[config.mk]
export PLATFORM = sky130hd
export DESIGN_NAME = ddr2_burst_write_control
export DESIGN_NICKNAME = d
export VERILOG_FILES = /design/src/rtl/ddr2_burst_write_control.sv
export SDC_FILE = /design/constraint.sdc
export NUM_CORES = 1
export LEC_CHECK = 0
export BUFFER_PORTS_ARGS = -buffer_cell sky130_fd_sc_hd__buf_2
export CAP_MARGIN = 10
export CORE_UTILIZATION = 45
export CTS_BUF_LIST = sky130_fd_sc_hd__clkbuf_4 sky130_fd_sc_hd__clkbuf_8
export DETAILED_ROUTE_END_ITERATION = 7
export PLACE_DENSITY = 0.74
export SYNTH_ARGS = -nofsm -noshare
export SYNTH_HDL_FRONTEND = slang
export SYNTH_SLANG_ARGS = --single-unit
[constraint.sdc]
create_clock -name clk -period 5.5 [get_ports clk]
set_input_delay 0.275 -clock clk [delete_from_list [all_inputs] [get_ports clk]]
set_output_delay 0.275 -clock clk [all_outputs]
set_load 0.01 [all_outputs]
[src/rtl/ddr2_burst_write_control.sv]
// ddr2_burst_write_control
// Streams a burst of DATA_W-bit beats into the MIG user interface. A burst
// request (start address + beat count) is latched in IDLE, then the command
// channel (app_en/app_rdy) and write-data channel (app_wdf_wren/app_wdf_rdy)
// run independently, with the data side allowed at most WDF_LEAD beats ahead
// of the command side. A sticky read_enable rises once READ_EN_THRESHOLD
// commands have been committed since reset.
//
// Ports:
//   clk, reset                      clock, synchronous active-high reset
//   req_valid/req_ready/req_addr/req_len   burst request handshake
//   data_valid/data_ready/data_in   upstream write beats
//   busy, done, read_enable         status
//   app_rdy, app_en, app_cmd, app_addr                   MIG command channel
//   app_wdf_rdy, app_wdf_wren, app_wdf_end, app_wdf_data MIG write-data channel
//
// state | meaning
// ------+-------------------------------------------------------------
// IDLE  | waiting for a burst request, req_ready high
// RUN   | moving beats; command and data channels progress separately
// DONE  | burst fully committed, done pulses for one cycle
module ddr2_burst_write_control #(
    parameter int ADDR_W            = 27,
    parameter int DATA_W            = 128,
    parameter int LEN_W             = 8,
    parameter int ADDR_STEP         = 8,
    parameter int WDF_LEAD          = 4,
    parameter int READ_EN_THRESHOLD = 4
) (
    input  logic              clk,
    input  logic              reset,
    input  logic              req_valid,
    output logic              req_ready,
    input  logic [ADDR_W-1:0] req_addr,
    input  logic [LEN_W-1:0]  req_len,
    input  logic              data_valid,
    output logic              data_ready,
    input  logic [DATA_W-1:0] data_in,
    output logic              busy,
    output logic              done,
    output logic              read_enable,
    input  logic              app_rdy,
    input  logic              app_wdf_rdy,
    output logic              app_en,
    output logic [2:0]        app_cmd,
    output logic [ADDR_W-1:0] app_addr,
    output logic              app_wdf_wren,
    output logic              app_wdf_end,
    output logic [DATA_W-1:0] app_wdf_data
);

    localparam int RC_W = $clog2(READ_EN_THRESHOLD + 1);
    localparam logic [RC_W-1:0]   THRESH = RC_W'(READ_EN_THRESHOLD);
    localparam logic [LEN_W:0]    LEAD   = (LEN_W+1)'(WDF_LEAD);
    localparam logic [ADDR_W-1:0] STEP   = ADDR_W'(ADDR_STEP);

    typedef enum logic [1:0] {S_IDLE, S_RUN, S_DONE} state_t;

    state_t            state, state_next;
    logic [ADDR_W-1:0] base;
    logic [LEN_W-1:0]  len;
    logic [LEN_W-1:0]  cmd_cnt, wdf_cnt, load_cnt;
    logic [LEN_W-1:0]  cmd_cnt_next, wdf_cnt_next;
    logic [LEN_W-1:0]  lead_cnt;
    logic [RC_W-1:0]   total_cnt, total_cnt_next;
    logic              cmd_acc, wdf_acc, data_acc, req_acc;

    assign cmd_acc  = app_en & app_rdy;
    assign wdf_acc  = app_wdf_wren & app_wdf_rdy;
    assign data_acc = data_valid & data_ready;
    assign req_acc  = req_valid & req_ready;

    assign cmd_cnt_next = cmd_cnt + LEN_W'(cmd_acc);
    assign wdf_cnt_next = wdf_cnt + LEN_W'(wdf_acc);
    assign lead_cnt     = load_cnt - cmd_cnt;

    // A new beat may enter only if the wdf register is free (or draining
    // this cycle) and the data side is not already WDF_LEAD beats ahead.
    assign data_ready = (state == S_RUN) && (load_cnt < len)
                        && ({1'b0, lead_cnt} < LEAD)
                        && (!app_wdf_wren || app_wdf_rdy);

    // A command is only issued once its beat has been presented to the MIG.
    // Every term is registered, so app_en/app_addr hold until app_rdy.
    assign app_en = (state == S_RUN) && (cmd_cnt < len)
                    && (({1'b0, wdf_cnt} + (LEN_W+1)'(app_wdf_wren)) > {1'b0, cmd_cnt});

    assign app_cmd     = app_en ? 3'b000 : 3'b001;
    assign app_addr    = base + ADDR_W'(cmd_cnt) * STEP;
    assign app_wdf_end = app_wdf_wren;

    assign total_cnt_next = (cmd_acc && total_cnt < THRESH) ? total_cnt + 1'b1 : total_cnt;

    always_comb begin
        state_next = state;
        req_ready  = 1'b0;
        busy       = 1'b0;
        done       = 1'b0;
        case (state)
            S_IDLE: begin
                // Held low while reset is asserted so every output reads 0.
                req_ready = !reset;
                if (req_valid && !reset)
                    state_next = (req_len == '0) ? S_DONE : S_RUN;
            end
            S_RUN: begin
                busy = 1'b1;
                if (cmd_cnt_next == len && wdf_cnt_next == len)
                    state_next = S_DONE;
            end
            S_DONE: begin
                busy       = 1'b1;
                done       = 1'b1;
                state_next = S_IDLE;
            end
            default: state_next = S_IDLE;
        endcase
    end

    always_ff @(posedge clk) begin
        if (reset) begin
            state        <= S_IDLE;
            base         <= '0;
            len          <= '0;
            cmd_cnt      <= '0;
            wdf_cnt      <= '0;
            load_cnt     <= '0;
            total_cnt    <= '0;
            read_enable  <= 1'b0;
            app_wdf_wren <= 1'b0;
            app_wdf_data <= '0;
        end else begin
            state     <= state_next;
            total_cnt <= total_cnt_next;
            if (total_cnt_next >= THRESH)
                read_enable <= 1'b1;

            if (req_acc) begin
                base     <= req_addr;
                len      <= req_len;
                cmd_cnt  <= '0;
                wdf_cnt  <= '0;
                load_cnt <= '0;
            end else begin
                cmd_cnt  <= cmd_cnt_next;
                wdf_cnt  <= wdf_cnt_next;
                load_cnt <= load_cnt + LEN_W'(data_acc);
            end

            if (data_acc) begin
                app_wdf_wren <= 1'b1;
                app_wdf_data <= data_in;
            end else if (wdf_acc) begin
                app_wdf_wren <= 1'b0;
            end
        end
    end

endmodule
---- Word-level counts from Yosys, hierarchy flattened ----
Index checks and enable logic that the tools add are counted.
cells by class
  add/sub/neg operators ................... 7
  magnitude comparators ................... 6
  equality and inequality tests ........... 6
  muxes and demuxes ....................... 11
  bitwise logic cells ..................... 4
  reduce and logical (&&, ||, !) cells .... 17
operator list
  operator               number
  $add A27 B11 Y27       1
  $add A8 B1 Y8          3
  $eq A8 B8 Y1           2
  $lt A8 B8 Y1           2
  $add A8 B1 Y9          1
  $gt A9 B8 Y1           1
  $logic_and A1 B1 Y1    8
  $logic_not A8 Y1       1
  $lt A8 B3 Y1 const B   1
  $sub A8 B8 Y8          1
  $mux W1                6
  $mux W2                3
  $and A1 B1 Y1          4
  $pmux W2 S2            1
  $reduce_or A2 Y1       2
  $add A3 B1 Y3 const B  1
  $ge A3 B3 Y1 const B   1
  $lt A3 B3 Y1 const B   1
  $mux W3                1
  $eq A2 B1 Y1 const B   1
  $eq A2 B2 Y1 const B   1
  $logic_not A1 Y1       2
  $logic_not A2 Y1       1
  $ne A2 B1 Y1 const B   1
  other kinds (4)        4
word-level totals
  register bits after elaboration ......... 194
  bits of input ports ..................... 169
  output and inout port bits .............. 166
  word-level logic and storage cells ...... 61

---- Depth between registers and ports, before layout ----
  depth after elaboration ................. 9
  gate-level depth with buffers ........... 20
  mapped depth without buffers ............ 19

---- Least setup slack after synthesis ----
Ideal clock, no wire load.
  kind .................................... register -> register
  from .................................... register app_wdf_wren (netlist: app_wdf_end)
  to ...................................... register state[0]
  setup time .............................. 0.087 ns
  arrival ................................. 4.192 ns
  required time ........................... 5.413 ns
  path slack .............................. 1.221 ns
  cell stages (with the launch flop) ...... 21
  path buffers ............................ 1
  period minus slack after synthesis ...... 4.279 ns
  cells stage by stage .................... dfxtp_1 ha_1 nand3_1 nor2_1 xnor2_1 ha_1 or2_2 a211o_1 o22a_1 and3_1 clkbuf_1 and2_1 ha_1 ha_1 nand3_1 xnor2_1 or3_1 a221oi_1 a41oi_1 or3b_2 o31ai_1
between the ends
  cells in the longest elaborated chain, start to end .. 9
  elaborated cells between the ends (all ways) .. 12
  those cells by class .................... 3 x add/sub; 1 x order compare; 3 x eq/ne; 2 x bitwise; 3 x reduce/logical
RTL lines
  what                         line  source
  from (decl)                  47    output logic app_wdf_wren,
  from (signal assigned)       130   app_wdf_wren <= 1'b0;
  from (signal assigned)       151   app_wdf_wren <= 1'b1;
  from (signal assigned)       154   app_wdf_wren <= 1'b0;
  $add A8 B1 Y9                86    && (({1'b0, wdf_cnt} + (LEN_W+1)'(app_wdf_wren)) > {1'b0, cmd_cnt});
  $gt A9 B8 Y1                 86
  $logic_and A1 B1 Y1          86
  via app_en                   44    output logic app_en,
  $and A1 B1 Y1                68    assign cmd_acc = app_en & app_rdy;
  $add A8 B1 Y8                73    assign cmd_cnt_next = cmd_cnt + LEN_W'(cmd_acc);
  $eq A8 B8 Y1                 108   if (cmd_cnt_next == len && wdf_cnt_next == len)
  $logic_and A1 B1 Y1          108
  $ne A2 B1 Y1 (no line)       --
  $reduce_and A2 Y1 (no line)  --
  to (signal assigned)         133   state <= state_next;
  to (decl)                    59    state_t state, state_next;
The timed path passes the listed nets, and every way through them passes these cells.
A chain may end at the register's enable or synchronous reset.

---- Worst setup path after layout ----
  from .................................... register app_wdf_wren (netlist: app_wdf_end)
  to ...................................... register state[0]
between the ends
  cells in the longest elaborated chain, start to end .. 9
  elaborated cells between the ends (all ways) .. 12
  those cells by class .................... 3 x add/sub; 1 x order compare; 3 x eq/ne; 2 x bitwise; 3 x reduce/logical
RTL lines
  what                             line
  $add A8 B1 Y9                    86
  $gt A9 B8 Y1                     86
  $logic_and A1 B1 Y1              86
  $and A1 B1 Y1                    68
  $add A8 B1 Y8                    73
  $eq A8 B8 Y1                     108
  $logic_and A1 B1 Y1 (*)          108
  $ne A2 B1 Y1 (no line) (*)       --
  $reduce_and A2 Y1 (no line) (*)  --
Mark *: on every way between the ends. The rest lies on a longest branch, timed or not.

==> flow_metrics.py <==
metrics = {
    "cts": {
        "cts_tree": "built",
        "post-cts-setup-buffer-count": 0,
        "cts-root-buf": "clkbuf_8",
        "htree_levels": 4,
        "clk_path_buf_depth": 2,
        "numCtsBuffers": 17,
        "hold_buffers": 27,
        "clkLatencyLatePin_ns": 0.47,
        "path_clk_slew_ns": 0.11,
        "cts-resized-gates": 0,
        "cts_sinks": 194,
    },
    "timing": {
        "final_max_slew_viol_count": 0,
        "tns_ns": 0,
        "finalHoldViolations": 0,
        "period_share_pct": 82.8,
        "clock.fmax_mhz": 220,
        "setup_slack_ns": 0.946,
        "setup_violations": 0,
        "fin_skew_ns": 0.0262,
        "rsz0062_at_grt": "false",
        "fin_crit_ns": 4.55,
        "whs_ns": 0.0297,
        "tightest_slew_ns": 1.19,
        "slew_headroom_pct": 20.7,
    },
    "hold_path": {
        "worstHoldPathCells": 3,
        "min_path_type": "primary input to flip-flop",
        "hold_path.startpoint": "req_len[3]",
        "hold_end": "len[3]",
    },
    "synth": {
        "synth_area_per_cell_um2": 8.20,
        "synth-seq-cells": 194,
        "async_reset_ff_share_pct": 0,
        "synth_edf_count": 0,
        "synthesis.area_um2": 9110,
        "ys_seq_area_share_pct": 42.6,
        "synth_cell_types": 52,
        "yosysTopAreaCellShare_pct": 42.6,
        "synth_area_leaders": "dfxtp_1 (43%), nand3_1 (9.6%), a21oi_1 (8.0%), ha_1 (6.7%), o21ai_0 (5.8%)",
        "syn-instance-count": 1111,
        "yosysWarnings": 0,
        "synthFlopType": "dfxtp_1",
        "synth_top_area_cell": "dfxtp_1",
    },
    "power_and_ir_drop": {
        "ir_drop_v": 0.000160,
        "p_leak_nw": 5.18,
        "total_power_mw": 3.07,
        "p_per_area_nw_per_um2": 270,
    },
    "critical_path": {
        "critPathRequiredTime_ns": 5.88,
        "crit_fanout": 6,
        "path_cells": "ha_1, nand3_1, nor2_1, xnor2_1, ha_1, or2_2, a211o_1, o22a_1, and3_1, and2_1, ha_1, ha_1, nand3_1, xnor2_1, or3_1, a221oi_1, a41oi_1, or3b_2, o31ai_1",
        "r2r-end": "state[0]",
        "critPathSlowestCell": "or3b_2",
        "crit_path_end_kind": "flip-flop",
        "cpPeakStageDelay_ns": 0.49,
        "r2r-start": "app_wdf_end",
        "rr_worst_depth": 19,
        "critPathLaunchType": "flip-flop",
        "worstPathArrival_ns": 4.93,
        "reg2reg_slack_ns": 0.95,
        "crit_type": "flip-flop to flip-flop",
        "path_common_cell": "ha_1",
    },
    "placed_design": {
        "hpwl_um": 18700,
        "place_congestion": 0.866,
        "place_area_um2": 10700,
        "place_inst": 1624,
        "preCtsSetupSlack_ns": 0.950,
        "portBuffers": 332,
    },
    "floorplan": {
        "dieHeight_um": 144,
        "core.rowCount": 51,
        "coreArea_um2": 19700,
        "dieArea_um2": 20800,
        "ios": 335,
        "start_util_pct": 46.4,
        "die_width_um": 144,
    },
    "grt": {
        "overflow": 0,
        "grt_pass1_wl_um": 41200,
        "grt_start_max_net_pins": 129,
        "grtUsageTotal_pct": 25.1,
        "grt_pass1_vias": 8185,
        "antenna_found_initial": 2,
    },
    "layout": {
        "area_delta_synth_final_pct": 24.7,
        "final_cells": 1683,
        "design_area_um2": 11400,
        "layout-drive-gt1-share_pct": 27.0,
        "nets": 1624,
        "final_core_util_pct": 57.9,
        "fill_cells": 1866,
    },
    "flow_run": {
        "drv_cap": 0,
    },
    "routing": {
        "drt_iter0_markers": 693,
        "drcViolationCount": 0,
        "ant_nets": 0,
        "drt_pass1_iterations": 5,
        "drt-wirelength-per-cell_um": 16.4,
        "wirelength_um": 27600,
        "via_per_inst": 5.44,
        "dr_total_vias": 9152,
    },
    "status": {
        "outcome": "complete, no violations",
    },
}
critical path: cells and delay by family, from the launching register on:
family | cells | cell delay, ns
DFF | 1 | 0.43
AOI/OAI and AO/OA | 5 | 1.03
adders and majority gates | 4 | 0.85
xor gates and xnor gates | 2 | 0.18
and+or+nand+nor | 8 | 2.00
placed cells by master, fill, tap and decap left out, types with 4 or more instances in the layout:
master	instances
a21oi_1	146
ha_1	49
dfxtp_1	194
o31ai_1	9
nor2b_1	9
o21ai_0	106
and2_1	4
inv_8	4
mux2i_1	5
buf_2	330
a21o_1	4
buf_4	11
dlygate4sd3_1	27
o21a_1	5
clkbuf_8	17
nor3_1	11
nand4_1	13
and3_1	19
inv_1	30
nor2_1	29
a31o_2	4
xor2_1	23
nand2_1	76
xnor2_1	23
o21ai_1	37
nand3_1	174
nand2b_1	8
or3_1	7
worst max-delay path by stage:
stage / startpoint / to / depth (start not counted)
2_1_floorplan: app_wdf_end / state[0] / 20
3_3_place_gp: app_wdf_end / state[0] / 19
3_5_place_dp: app_wdf_end / state[0] / 19
6_report: app_wdf_end / state[0] / 19
4_1_cts: app_wdf_end / state[0] / 19
5_1_grt: app_wdf_end / state[0] / 19
power by group:
group / internal [mW] / total (mW) / switching [mW] / leakage, nW
registers: 1.49 / 1.54 / 0.0495 / 1.57
logic: 0.228 / 0.615 / 0.387 / 3.41
clock network: 0.338 / 0.909 / 0.571 / 0.191
total: 2.06 / 3.07 / 1.01 / 5.18
flip-flops by register name, indices dropped and copies added, names as in the netlist, 2 cells and up:
name          flops
load_cnt          8
wdf_cnt           8
total_cnt         3
app_wdf_data    128
state             2
len               8
base             27
cmd_cnt           8
cell type report:
class / instances / area [um2] / area share, %
clock buffers: 17 / 234 / 2.06
flip-flops and latches: 194 / 3880 / 34.2
well taps: 265 / 332 / 2.92
repair buffers: 368 / 2000 / 17.6
multi-input cells: 792 / 4650 / 40.9
inverters: 32 / 123 / 1.08
diodes: 1 / 2.50 / 0.0220
clock inverters: 14 / 143 / 1.25
cells in the mapped netlist, types with 7 or more instances:
| cell | number |
|---|---|
| nor2_1 | 29 |
| o21ai_0 | 106 |
| nand2b_1 | 8 |
| buf_6 | 11 |
| nor3_1 | 11 |
| o21ai_1 | 37 |
| a21oi_1 | 146 |
| nand3_1 | 174 |
| dfxtp_1 | 194 |
| inv_1 | 31 |
| clkbuf_1 | 68 |
| ha_1 | 49 |
| or3_1 | 7 |
| nand4_1 | 13 |
| nand2_1 | 76 |
| nor2b_1 | 9 |
| and3_1 | 19 |
| xnor2_1 | 23 |
| xor2_1 | 23 |
| o31ai_1 | 9 |
kinds of logic after synthesis:
family / Yosys count / share of synthesized area (%)
AO/OA/AOI/OAI: 327 / 19.3
XOR/XNOR: 46 / 4.42
adder cells (fa/ha/maj): 50 / 6.95
buffers and inverters: 126 / 6.42
flip-flops: 194 / 42.6
multiplexers: 6 / 0.673
other: 1 / 0.0411
AND/OR/NAND/NOR: 361 / 19.6
per-layer routing:
layer,global-route usage (%),vias to the layer above,part of all wire [%]
met5,0,-,0
met4,10.5,0,2.9
met3,5.83,53,7.4
met2,41.0,377,49
met1,31.6,4225,41
li1,-,4497,-
Note: power is estimated with default switching activity, not from simulation.
